$ cat src/rtl/flap_pkg.sv
// -----------------------------------------------------------------------------
// flap_pkg
// Shared definitions for the flap indicator command side.
//   - state_e               : driver FSM states
//   - DEFAULT_NUM_POSITIONS : default number of flap positions on the drum
//   - DISPLAY_WIDTH         : width of the display encoding, shared with
//                             flap_indicator_3
// -----------------------------------------------------------------------------
package flap_pkg;

    localparam int DEFAULT_NUM_POSITIONS = 256;
    localparam int DISPLAY_WIDTH         = 8;

    typedef enum logic [2:0] {
        ST_IDLE,
        ST_CHECK,
        ST_PULSE,
        ST_SETTLE,
        ST_DONE,
        ST_FAULT
    } state_e;

endpackage : flap_pkg

$ cat src/rtl/flap_settle_timer.sv
// -----------------------------------------------------------------------------
// flap_settle_timer
// Loadable down-counter with a zero flag. The driver loads it while leaving
// PULSE and watches is_zero in SETTLE to know when the indicator has had
// time to move.
// Ports:
//   clk        in   system clock
//   sync_reset in   synchronous active-high reset, clears the count
//   load       in   load load_value this cycle (has priority over enable)
//   load_value in   value to load
//   enable     in   decrement while non-zero
//   is_zero    out  count is zero
// -----------------------------------------------------------------------------
module flap_settle_timer
    import flap_pkg::*;
#(
    parameter int WIDTH = 1
) (
    input  logic             clk,
    input  logic             sync_reset,
    input  logic             load,
    input  logic [WIDTH-1:0] load_value,
    input  logic             enable,
    output logic             is_zero
);

    logic [WIDTH-1:0] count_d;
    logic [WIDTH-1:0] count_q;

    // NOTE: every signal assigned in always_comb gets a default first, so no
    // path leaves it unassigned and no latch is inferred.
    always_comb begin
        count_d = count_q;
        if (load) begin
            count_d = load_value;
        end else if (enable && (count_q != '0)) begin
            count_d = count_q - 1'b1;
        end
    end

    // NOTE: state is updated with non-blocking assignments so every flop
    // samples the pre-edge values, independent of statement order.
    always_ff @(posedge clk) begin
        if (sync_reset) begin
            count_q <= '0;
        end else begin
            count_q <= count_d;
        end
    end

    assign is_zero = (count_q == '0);

endmodule : flap_settle_timer

$ cat src/rtl/flap_position_driver.sv
// -----------------------------------------------------------------------------
// flap_position_driver
// Command-side initiator for the flap indicator. Accepts a target position and
// issues single-cycle change_position_re pulses, always stepping forward, until
// display_in matches the target. Also forwards one-shot mode toggles as
// change_mode_re pulses.
// Ports:
//   clk, sync_reset         clock and synchronous active-high reset
//   target_valid/target     command handshake in, target_ready out
//   mode_req                request one mode toggle
//   display_in              current position reported by the indicator
//   change_position_re      one-cycle advance pulse to the indicator
//   change_mode_re          one-cycle mode-toggle pulse to the indicator
//   busy                    command in progress (CHECK / PULSE / SETTLE)
//   done                    one-cycle pulse when display_in reached target
//   fault                   held while target unreachable or out of range
//   steps                   pulses issued for the current/last command
// -----------------------------------------------------------------------------
module flap_position_driver
    import flap_pkg::*;
#(
    parameter int POS_WIDTH     = DISPLAY_WIDTH,
    parameter int NUM_POSITIONS = DEFAULT_NUM_POSITIONS,
    parameter int SETTLE_CYCLES = 2
) (
    input  logic                 clk,
    input  logic                 sync_reset,
    input  logic                 target_valid,
    input  logic [POS_WIDTH-1:0] target,
    output logic                 target_ready,
    input  logic                 mode_req,
    input  logic [POS_WIDTH-1:0] display_in,
    output logic                 change_position_re,
    output logic                 change_mode_re,
    output logic                 busy,
    output logic                 done,
    output logic                 fault,
    output logic [POS_WIDTH:0]   steps
);

    // The timer holds SETTLE_CYCLES-1: SETTLE spends one cycle per count
    // value down to and including zero, i.e. exactly SETTLE_CYCLES cycles.
    localparam int                    SETTLE_W    = (SETTLE_CYCLES > 1) ? $clog2(SETTLE_CYCLES) : 1;
    localparam logic [SETTLE_W-1:0]   SETTLE_LOAD = SETTLE_W'(SETTLE_CYCLES - 1);
    // One bit wider than the position bus so NUM_POSITIONS = 2^POS_WIDTH fits.
    localparam logic [POS_WIDTH:0]    STEP_LIMIT  = (POS_WIDTH + 1)'(NUM_POSITIONS);

    state_e                 state_d;
    state_e                 state_q;
    logic [POS_WIDTH-1:0]   target_d;
    logic [POS_WIDTH-1:0]   target_q;
    logic [POS_WIDTH:0]     steps_d;
    logic [POS_WIDTH:0]     steps_q;
    logic                   done_d;
    logic                   done_q;
    logic                   mode_pulse_d;
    logic                   mode_pulse_q;

    logic                   accept;
    logic                   target_in_range;
    logic                   settle_load;
    logic                   settle_zero;

    assign accept          = target_valid && target_ready;
    assign target_in_range = ({1'b0, target} < STEP_LIMIT);

    flap_settle_timer #(
        .WIDTH (SETTLE_W)
    ) u_settle_timer (
        .clk        (clk),
        .sync_reset (sync_reset),
        .load       (settle_load),
        .load_value (SETTLE_LOAD),
        .enable     (state_q == ST_SETTLE),
        .is_zero    (settle_zero)
    );

    // -------------------------------------------------------------------------
    // State register
    // -------------------------------------------------------------------------
    always_ff @(posedge clk) begin
        if (sync_reset) begin
            state_q      <= ST_IDLE;
            target_q     <= '0;
            steps_q      <= '0;
            done_q       <= 1'b0;
            mode_pulse_q <= 1'b0;
        end else begin
            state_q      <= state_d;
            target_q     <= target_d;
            steps_q      <= steps_d;
            done_q       <= done_d;
            mode_pulse_q <= mode_pulse_d;
        end
    end

    // -------------------------------------------------------------------------
    // Next-state and datapath
    // -------------------------------------------------------------------------
    always_comb begin
        state_d     = state_q;
        target_d    = target_q;
        steps_d     = steps_q;
        settle_load = 1'b0;

        unique case (state_q)
            ST_IDLE, ST_DONE, ST_FAULT: begin
                if (accept) begin
                    target_d = target;
                    steps_d  = '0;
                    state_d  = target_in_range ? ST_CHECK : ST_FAULT;
                end
            end
            ST_CHECK: begin
                // Match wins over the step limit so the last allowed pulse
                // can still complete the command.
                if (display_in == target_q) begin
                    state_d = ST_DONE;
                end else if (steps_q == STEP_LIMIT) begin
                    state_d = ST_FAULT;
                end else begin
                    state_d = ST_PULSE;
                end
            end
            ST_PULSE: begin
                steps_d     = steps_q + 1'b1;
                settle_load = 1'b1;
                state_d     = ST_SETTLE;
            end
            ST_SETTLE: begin
                if (settle_zero) begin
                    state_d = ST_CHECK;
                end
            end
            default: begin
                state_d = ST_IDLE;
            end
        endcase

        // done marks only the CHECK->DONE transition, so it lasts one cycle
        // even though DONE is held until the next command.
        done_d = (state_q == ST_CHECK) && (state_d == ST_DONE);

        // Blocking on mode_pulse_q makes a held mode_req toggle every other
        // cycle. Mode requests are only taken when the driver is idle, so
        // they can never coincide with a position pulse.
        mode_pulse_d = mode_req && target_ready && !target_valid && !mode_pulse_q;
    end

    // -------------------------------------------------------------------------
    // Outputs
    // -------------------------------------------------------------------------
    always_comb begin
        target_ready       = 1'b0;
        busy               = 1'b0;
        change_position_re = 1'b0;
        fault              = 1'b0;

        unique case (state_q)
            ST_IDLE:   target_ready = 1'b1;
            ST_CHECK:  busy         = 1'b1;
            ST_PULSE: begin
                busy               = 1'b1;
                change_position_re = 1'b1;
            end
            ST_SETTLE: busy         = 1'b1;
            ST_DONE:   target_ready = 1'b1;
            ST_FAULT: begin
                target_ready = 1'b1;
                fault        = 1'b1;
            end
            default:   target_ready = 1'b0;
        endcase
    end

    assign done           = done_q;
    assign change_mode_re = mode_pulse_q;
    assign steps          = steps_q;

endmodule : flap_position_driver
$ cat config.mk
export PLATFORM = sky130hd
export DESIGN_NAME = flap_position_driver
export DESIGN_NICKNAME = d
export VERILOG_FILES = /design/src/rtl/flap_pkg.sv /design/src/rtl/flap_settle_timer.sv /design/src/rtl/flap_position_driver.sv
export SDC_FILE = /design/constraint.sdc
export NUM_CORES = 1
export LEC_CHECK = 0
export CAP_MARGIN = 20
export CORE_ASPECT_RATIO = 1.2
export CORE_MARGIN = 5
export CORE_UTILIZATION = 40
export CTS_BUF_LIST = sky130_fd_sc_hd__clkbuf_8
export CTS_CLUSTER_DIAMETER = 80
export CTS_CLUSTER_SIZE = 10
export DETAILED_ROUTE_END_ITERATION = 6
export PLACE_DENSITY_LB_ADDON = 0.1
export SETUP_SLACK_MARGIN = 0.5
export SYNTH_ARGS = -nofsm -noshare
export SYNTH_HDL_FRONTEND = slang
export SYNTH_SLANG_ARGS = --single-unit
$ cat constraint.sdc
create_clock -name clk -period 3.3 [get_ports clk]
set_input_delay 0.825 -clock clk [delete_from_list [all_inputs] [get_ports clk]]
set_output_delay 0.825 -clock clk [all_outputs]
set_load 0.02 [all_outputs]
Word level (Yosys, flattened, before mapping)
Cells that the tools add are included.
- output and inout bits: 15
- bits in registers: 23
- bits of input ports: 20
- logic and storage cells: 45
- muxes and demuxes: 13
- $add $sub $neg: 2
- eq/ne operators: 9
- reductions and logical operators: 15
- operators with widths (operator ; count):
    one-hot mux 9 bit (2 select lines) ; 1
    2-to-1 mux 3 bit ; 4
    one-hot mux 3 bit (4 select lines) ; 1
    adder 9 x 1 -> 9 bit, second input constant ; 1
    equality test 3 bit, second input constant ; 3
    equality test 9 bit, second input constant ; 1
    2-to-1 mux 9 bit ; 1
    equality test 8 bit ; 1
    equality test 3 x 2 -> 1 bit, second input constant ; 2
    logical AND 1 bit ; 6
    2-to-1 mux 1 bit ; 6
    OR reduction 3 bit ; 2
    AND reduction 2 bit ; 2
    nonzero test 2 bit ; 2
    equality test 3 x 1 -> 1 bit, second input constant ; 1
    logical NOT 3 bit ; 1
    logical NOT 1 bit ; 2
    != test 2 x 1 -> 1 bit, second input constant ; 1
    subtractor 1 bit, second input constant ; 1

Logic depth before layout (Yosys ltp)
- depth after elaboration: 8
- depth in mapped cells: 7
- depth with buffers taken out: 6

By module
Synthesis repeated with hierarchy kept, for this count alone.
- cell total of the unflattened synthesis: 143
- area total of the unflattened synthesis: 1151.1 um^2
- modules (own cells, without submodules) (module ; area an instance (um^2) ; instances ; sequential area each (um^2) ; cells each):
    flap_position_driver ; 1103.6 ; 1 ; 440.4 ; 139
    flap_settle_timer ; 47.5 ; 1 ; 20.0 ; 4

Worst setup path after synthesis
OpenSTA, ideal clock, no wires.
- path type: register to output
- from: reg state_q[1]
- to: out change_position_re
- data required time: 2475 ps
- arrival: 994 ps
- path slack: 1481 ps
- cell stages (with the launch flop): 5
- cells stage by stage: dfxtp_1 > buf_6 > or3b_1 > buf_6 > inv_8
- word-level cells in the longest chain between the ends: 2
- RTL lines (element ; RTL line ; source):
    start, declared ; flap_position_driver.sv:49 ; state_e state_q;
    start signal, assigned ; flap_position_driver.sv:89 ; state_q <= state_d;
    equality test 3 x 2 -> 1 bit ; flap_position_driver.sv:159 ; unique case (state_q)
    2-to-1 mux 1 bit ; flap_position_driver.sv:159 ;
    end, declared ; flap_position_driver.sv:33 ; output logic change_position_re,
Every way passes these cells.

Worst setup path after layout
Same ends and word-level chain as after synthesis.

==> reports/metrics.yaml <==
status: "complete, no violations"
synth-edff-count: 0
drv_cap: 0
crit_type: "reg2out"
yosysWarnings: 0
max_freq_mhz: 375
cts_made_buffers: 3
slew_violations: 0
antenna_found_initial: 0
portBuffers: 34
die_y_um: 68.0
cp_slowest_cell: "clkdlybuf4s50_1"
stdcell_count: 201
cp_top_family: "buffers and inverters"
overflow: 0
rows: 21
crit_required_ns: 2.47
vias: 1024
peakVddDrop_mv: 0.245
pin_count: 35
hold_slack_ns: 0.475
grt_pass1_wl_mm: 4.44
placed_area_mm2: 0.00148
drtIter0Drc: 29
hold_end: "target_q[0]"
die_w_um: 58.3
grt_max_degree: 15
wl_per_cell_um: 13.2
yosysSeqAreaShare_pct: 41.1
gp_congestion: 0.802
yosysTopAreaCellShare_pct: 41.1
area_growth_pct: 36.5
leakagePower_nw: 0.586
syn_nets: 155
synthMuxAreaShare_pct: 1.00
cts_buffer_depth: 2
synth.distinct_cells: 34
wl_mm: 2.65
hpwl_mm: 1.98
ant_nets: 0
skew_ns: 0.00318
num_antenna_cells: 0
powerDensity_mw_per_mm2: 411
synth-xor-area-share_pct: 6.25
root_buffer: "clkbuf_8"
via_per_inst: 5.09
synth-async-reset-ratio_pct: 0
cts.htree.levels: 1
insertion_delay_ns: 0.26
reg2regPathDepth: 4
synthAdderAreaFrac_pct: 2.23
crit_arrival_ns: 1.84
drt-pass1-iter-count: 4
critPathCaptureType: "output pin"
fin_crit_sh_pct: 80.8
relSlewSlack_pct: 66.0
drive_gt1_share_pct: 7.19
coreArea_mm2: 0.00273
path_buf_inv: 2
tightest_slew_ns: 0.509
post-cts-setup-buffers: 0
synth_top_cells_by_area: "dfxtp_1 41%, a21oi_1 7.1%, nand2_1 7.0%, xor2_1 6.3%, nor2_1 3.7%"
clkTransAtPathRegs_ns: 0.08
finalSetupViolations: 0
grt_usage_pct: 14.3
nets: 190
finalSetupTns_ns: 0
synth_area_per_cell_um2: 8.43
worstReg2RegStart: "state_q[0]"
hp-class: "reg2reg"
start_kind: "register"
max_stage_delay_ns: 0.60
cp_cell_sequence: "or3b_4 -> inv_8 -> clkdlybuf4s50_1"
ys.flop_type: "dfxtp_1"
dieArea_mm2: 0.00397
cts.sinks: 23
synth_compound_area_share_pct: 16.7
cts_hold_buffers: 0
hp-start: "target_q[0]"
netlist_instances: 133
rsz0062_at_grt: "false"
pre_cts_ws_ns: 0.741
dp.cells: 197
reg2reg_to: "steps[2]"
stdcell_area_mm2: 0.00153
ys_ff_latch: 23
yosys.area_share.simple_pct: 26.9
r2r_slack_ns: 1.56
min_period_ns: 2.67
path_depth: 3
holdPathStages: 2
first_global_vias: 1067
path_max_fanout: 10
synth_top_family_by_area: "simple AND/OR/NAND/NOR gates"
cts_tree: "done"
synthesis.area_mm2: 0.00112
start_util_pct: 41.0
fin_ws_ns: 0.634
synth_area_leader_cell: "dfxtp_1"
finalHoldViolCount: 0
drc: 0
-- sequential cells by signal, summed over array words and instances (netlist names) --
| register | flops |
|---|---|
| done | 1 |
| steps | 9 |
| u_settle_timer.count_q | 1 |
| state_q | 3 |
| change_mode_re | 1 |
| target_q | 8 |
-- cell families after synthesis --
kind of cell | after synthesis
adder cells (fa/ha/maj) | 2
multiplexers | 1
buffers and inverters | 11
XOR/XNOR | 8
AO/OA/AOI/OAI | 31
AND/OR/NAND/NOR | 57
flip-flops | 23
-- cell usage in the layout, fill, tap and decap left out, types with 2 or more instances in the layout --
cell type,count
nor2b_1,2
nor4_1,2
buf_4,2
o21ai_0,2
a21oi_1,16
a211oi_1,4
nor2_1,11
ha_1,2
nand3_1,4
o21a_1,2
nand2_1,21
dfxtp_1,22
nor3_1,3
o211ai_1,3
or3_1,3
xor2_1,8
or2_0,2
clkdlybuf4s50_1,34
and3_1,2
inv_1,4
clkbuf_8,3
-- worst max path at each step --
stage	startpoint	end
2_1_floorplan	state_q[1]	change_position_re
3_3_place_gp	state_q[1]	change_position_re
3_5_place_dp	state_q[1]	change_position_re
4_1_cts	state_q[1]	change_position_re
5_1_grt	state_q[1]	change_position_re
6_report	state_q[1]	change_position_re
-- repair_timing --
action	CTS	global route
pin swaps	0	0
resized for setup	1	1
setup endpoints to repair	1	1
-- cells in the mapped netlist (2+ instances only) --
cell,instances
nor4_1,2
xor2_1,8
nor2_1,11
nand2_1,21
buf_6,2
nor3_1,3
nand3_1,4
ha_1,2
and3_1,2
dfxtp_1,23
clkbuf_1,3
o21ai_0,2
a21oi_1,16
inv_1,4
o211ai_1,3
or3_1,3
a211oi_1,4
nor2b_1,2
o21a_1,2
or2_0,2
-- report_power, final --
part / switching [mW] / internal, mW / leakage [nW]
clock network: 0.0874 / 0.0841 / 0.0255
logic: 0.0751 / 0.0736 / 0.372
registers: 0.0149 / 0.294 / 0.188
-- through the flow --
stage	util, %	total power, mW
after floorplan	-	0.407
after global placement	54.2	0.461
after detailed placement	54.2	0.463
after CTS	56.0	0.635
after global routing	56.0	0.662
final	56.0	0.629
-- worst register-to-register path, stage by stage, from the launching register on --
cell,delay (ns)
dfxtp_1,0.42
nor2b_1,0.40
or3_1,0.50
a21oi_1,0.14
nor3_1,0.20
-- routing by layer --
metal	vias to the layer above	global-route usage [%]	wire length (µm)
met5	-	0	0
met4	0	5.22	16
met3	2	2.64	102
met2	17	26.7	1410
met1	473	15.9	1110
li1	532	-	-
-- cell type report --
cell class	instances	area [µm²]
tap	34	42.5
timing repair buffer	36	355
sequential	23	462
multi-input combinational	99	598
fill	284	1200
clock buffer	3	41.3
clock inverter	1	5.00
inverter	5	26.3
(Power assumes the default switching activity.)
==> edit: new RTL, same flow settings <==
The parameter `SETTLE_CYCLES` goes from 2 to 8.
--- a/src/rtl/flap_position_driver.sv
+++ b/src/rtl/flap_position_driver.sv
@@ -22,5 +22,5 @@
     parameter int POS_WIDTH     = DISPLAY_WIDTH,
     parameter int NUM_POSITIONS = DEFAULT_NUM_POSITIONS,
-    parameter int SETTLE_CYCLES = 2
+    parameter int SETTLE_CYCLES = 8
 ) (
     input  logic                 clk,
Behaviour: not the same (a bounded check fails within 10 cycles, from zero or initial values and one cycle with sync_reset high).
==> edit against the original RTL <==
- final cell count up 10%
- register-to-register slack got worse by 0.15 ns
- sequential cell count increased by 2
- power up 10%
- wire length up 9.8%
- cell area up 8.3%
- core utilization fell by 1.2 points
- maximum frequency increased by 9.2%
- setup slack improved by 0.23 ns
- area after synthesis grew 11%
- critical endpoint is now target_ready
==> edit: results (changes against the original RTL) <==
| Metric | Value |
|---|---|
| Critical R2R Capture | `steps[7]` |
| Sequential share of the synthesized area | `0.401 (-0.00991)` |
| Hold Crit Depth | `1 (-1)` |
| Worst ir drop on vdd | `314 uV (+29%)` |
| Pwr Density | `417 nW/um^2 (+1.6%)` |
| Crit Path Max Fanout | `7 (-3)` |
| Hold Path End | `change_mode_re` |
| Metal3 WL | `221 um (+120%)` |
| Via density | `5.39 (+5.7%)` |
| Final setup skew | `0.00370 ns (+0.000517 ns)` |
| Flop-to-flop setup slack | `1.41 ns (-0.15 ns)` |
| Critical path data arrival time | `1.62 ns (-0.22 ns)` |
| Fin cells | `222 (+10%)` |
| R2R Path Start | `state_q[1]` |
| Routing usage on met1 | `0.172 (+0.0130)` |
| Metal2 WL | `1.38 mm (-2.4%)` |
| Fillers | `289 (+1.8%)` |
| GPL Wtd Cong | `0.796 (-0.79%)` |
| Met2 usage | `0.238 (-0.0289)` |
| First-pass GRT wire length | `4.84 mm (+8.8%)` |
| Status | `finished clean` |
| Total GRT Usage | `0.143 (+0.000262)` |
| Total nets after synthesis | `177 (+14%)` |
| Worst slack, placed | `0.715 ns (-0.0261 ns)` |
| HPWL Detailed | `2.24 mm (+13%)` |
-- edit: what timing repair did --
| action | CTS | global route |
|---|---|---|
| setup endpoints to repair | 1 | 1 |
| gates resized for setup | 1 | 1 |
| endpoints found under the hold margin | 0 | 0 |
-- edit: cell families (layout without fill, tap and decap cells) --
logic type      count (synthesis)  in the layout  synth area share
simple gates                   65             65             0.266
compound gates                 35             35             0.160
flops                          25             25             0.401
buf+inv                        12             45            0.0451
xor+xnor                       10             10            0.0701
fa+ha+maj                       4              4            0.0401
mux                             2              2            0.0180
-- edit: layout make-up --
| class | instances | area share |
|---|---|---|
| multi-input combinational | 116 | 0.419 |
| sequential | 25 | 0.302 |
| timing repair buffer | 35 | 0.211 |
| tap | 36 | 0.0272 |
| clock buffer | 3 | 0.0249 |
| inverter | 6 | 0.0136 |
| clock inverter | 1 | 0.00226 |
-- edit: critical path: cells and delay by family, from the launching register on --
family,cells,cell delay (ns)
and+or+nand+nor,2,0.39
buffers and inverters,1,0.54
DFF,1,0.42
-- edit: power by group --
| part | internal [mW] | leakage (nW) | total [mW] | switching (mW) |
|---|---|---|---|---|
| registers | 0.323 | 0.204 | 0.341 | 0.0177 |
| clock network | 0.0831 | 0.0269 | 0.174 | 0.0912 |
| logic | 0.0836 | 0.389 | 0.177 | 0.0934 |
| total | 0.490 | 0.619 | 0.692 | 0.202 |
-- edit: how the worst max path moves through the flow --
stage | start | to | slack (ns) | cells after the start
3_5_place_dp | state_q[1] | change_position_re | 0.72 | 3
4_1_cts | state_q[1] | change_position_re | 0.51 | 3
3_3_place_gp | state_q[1] | change_position_re | 0.74 | 3
2_1_floorplan | state_q[1] | change_position_re | 1.43 | 4
6_report | state_q[0] | target_ready | 0.86 | 3
5_1_grt | state_q[0] | target_ready | 0.74 | 3
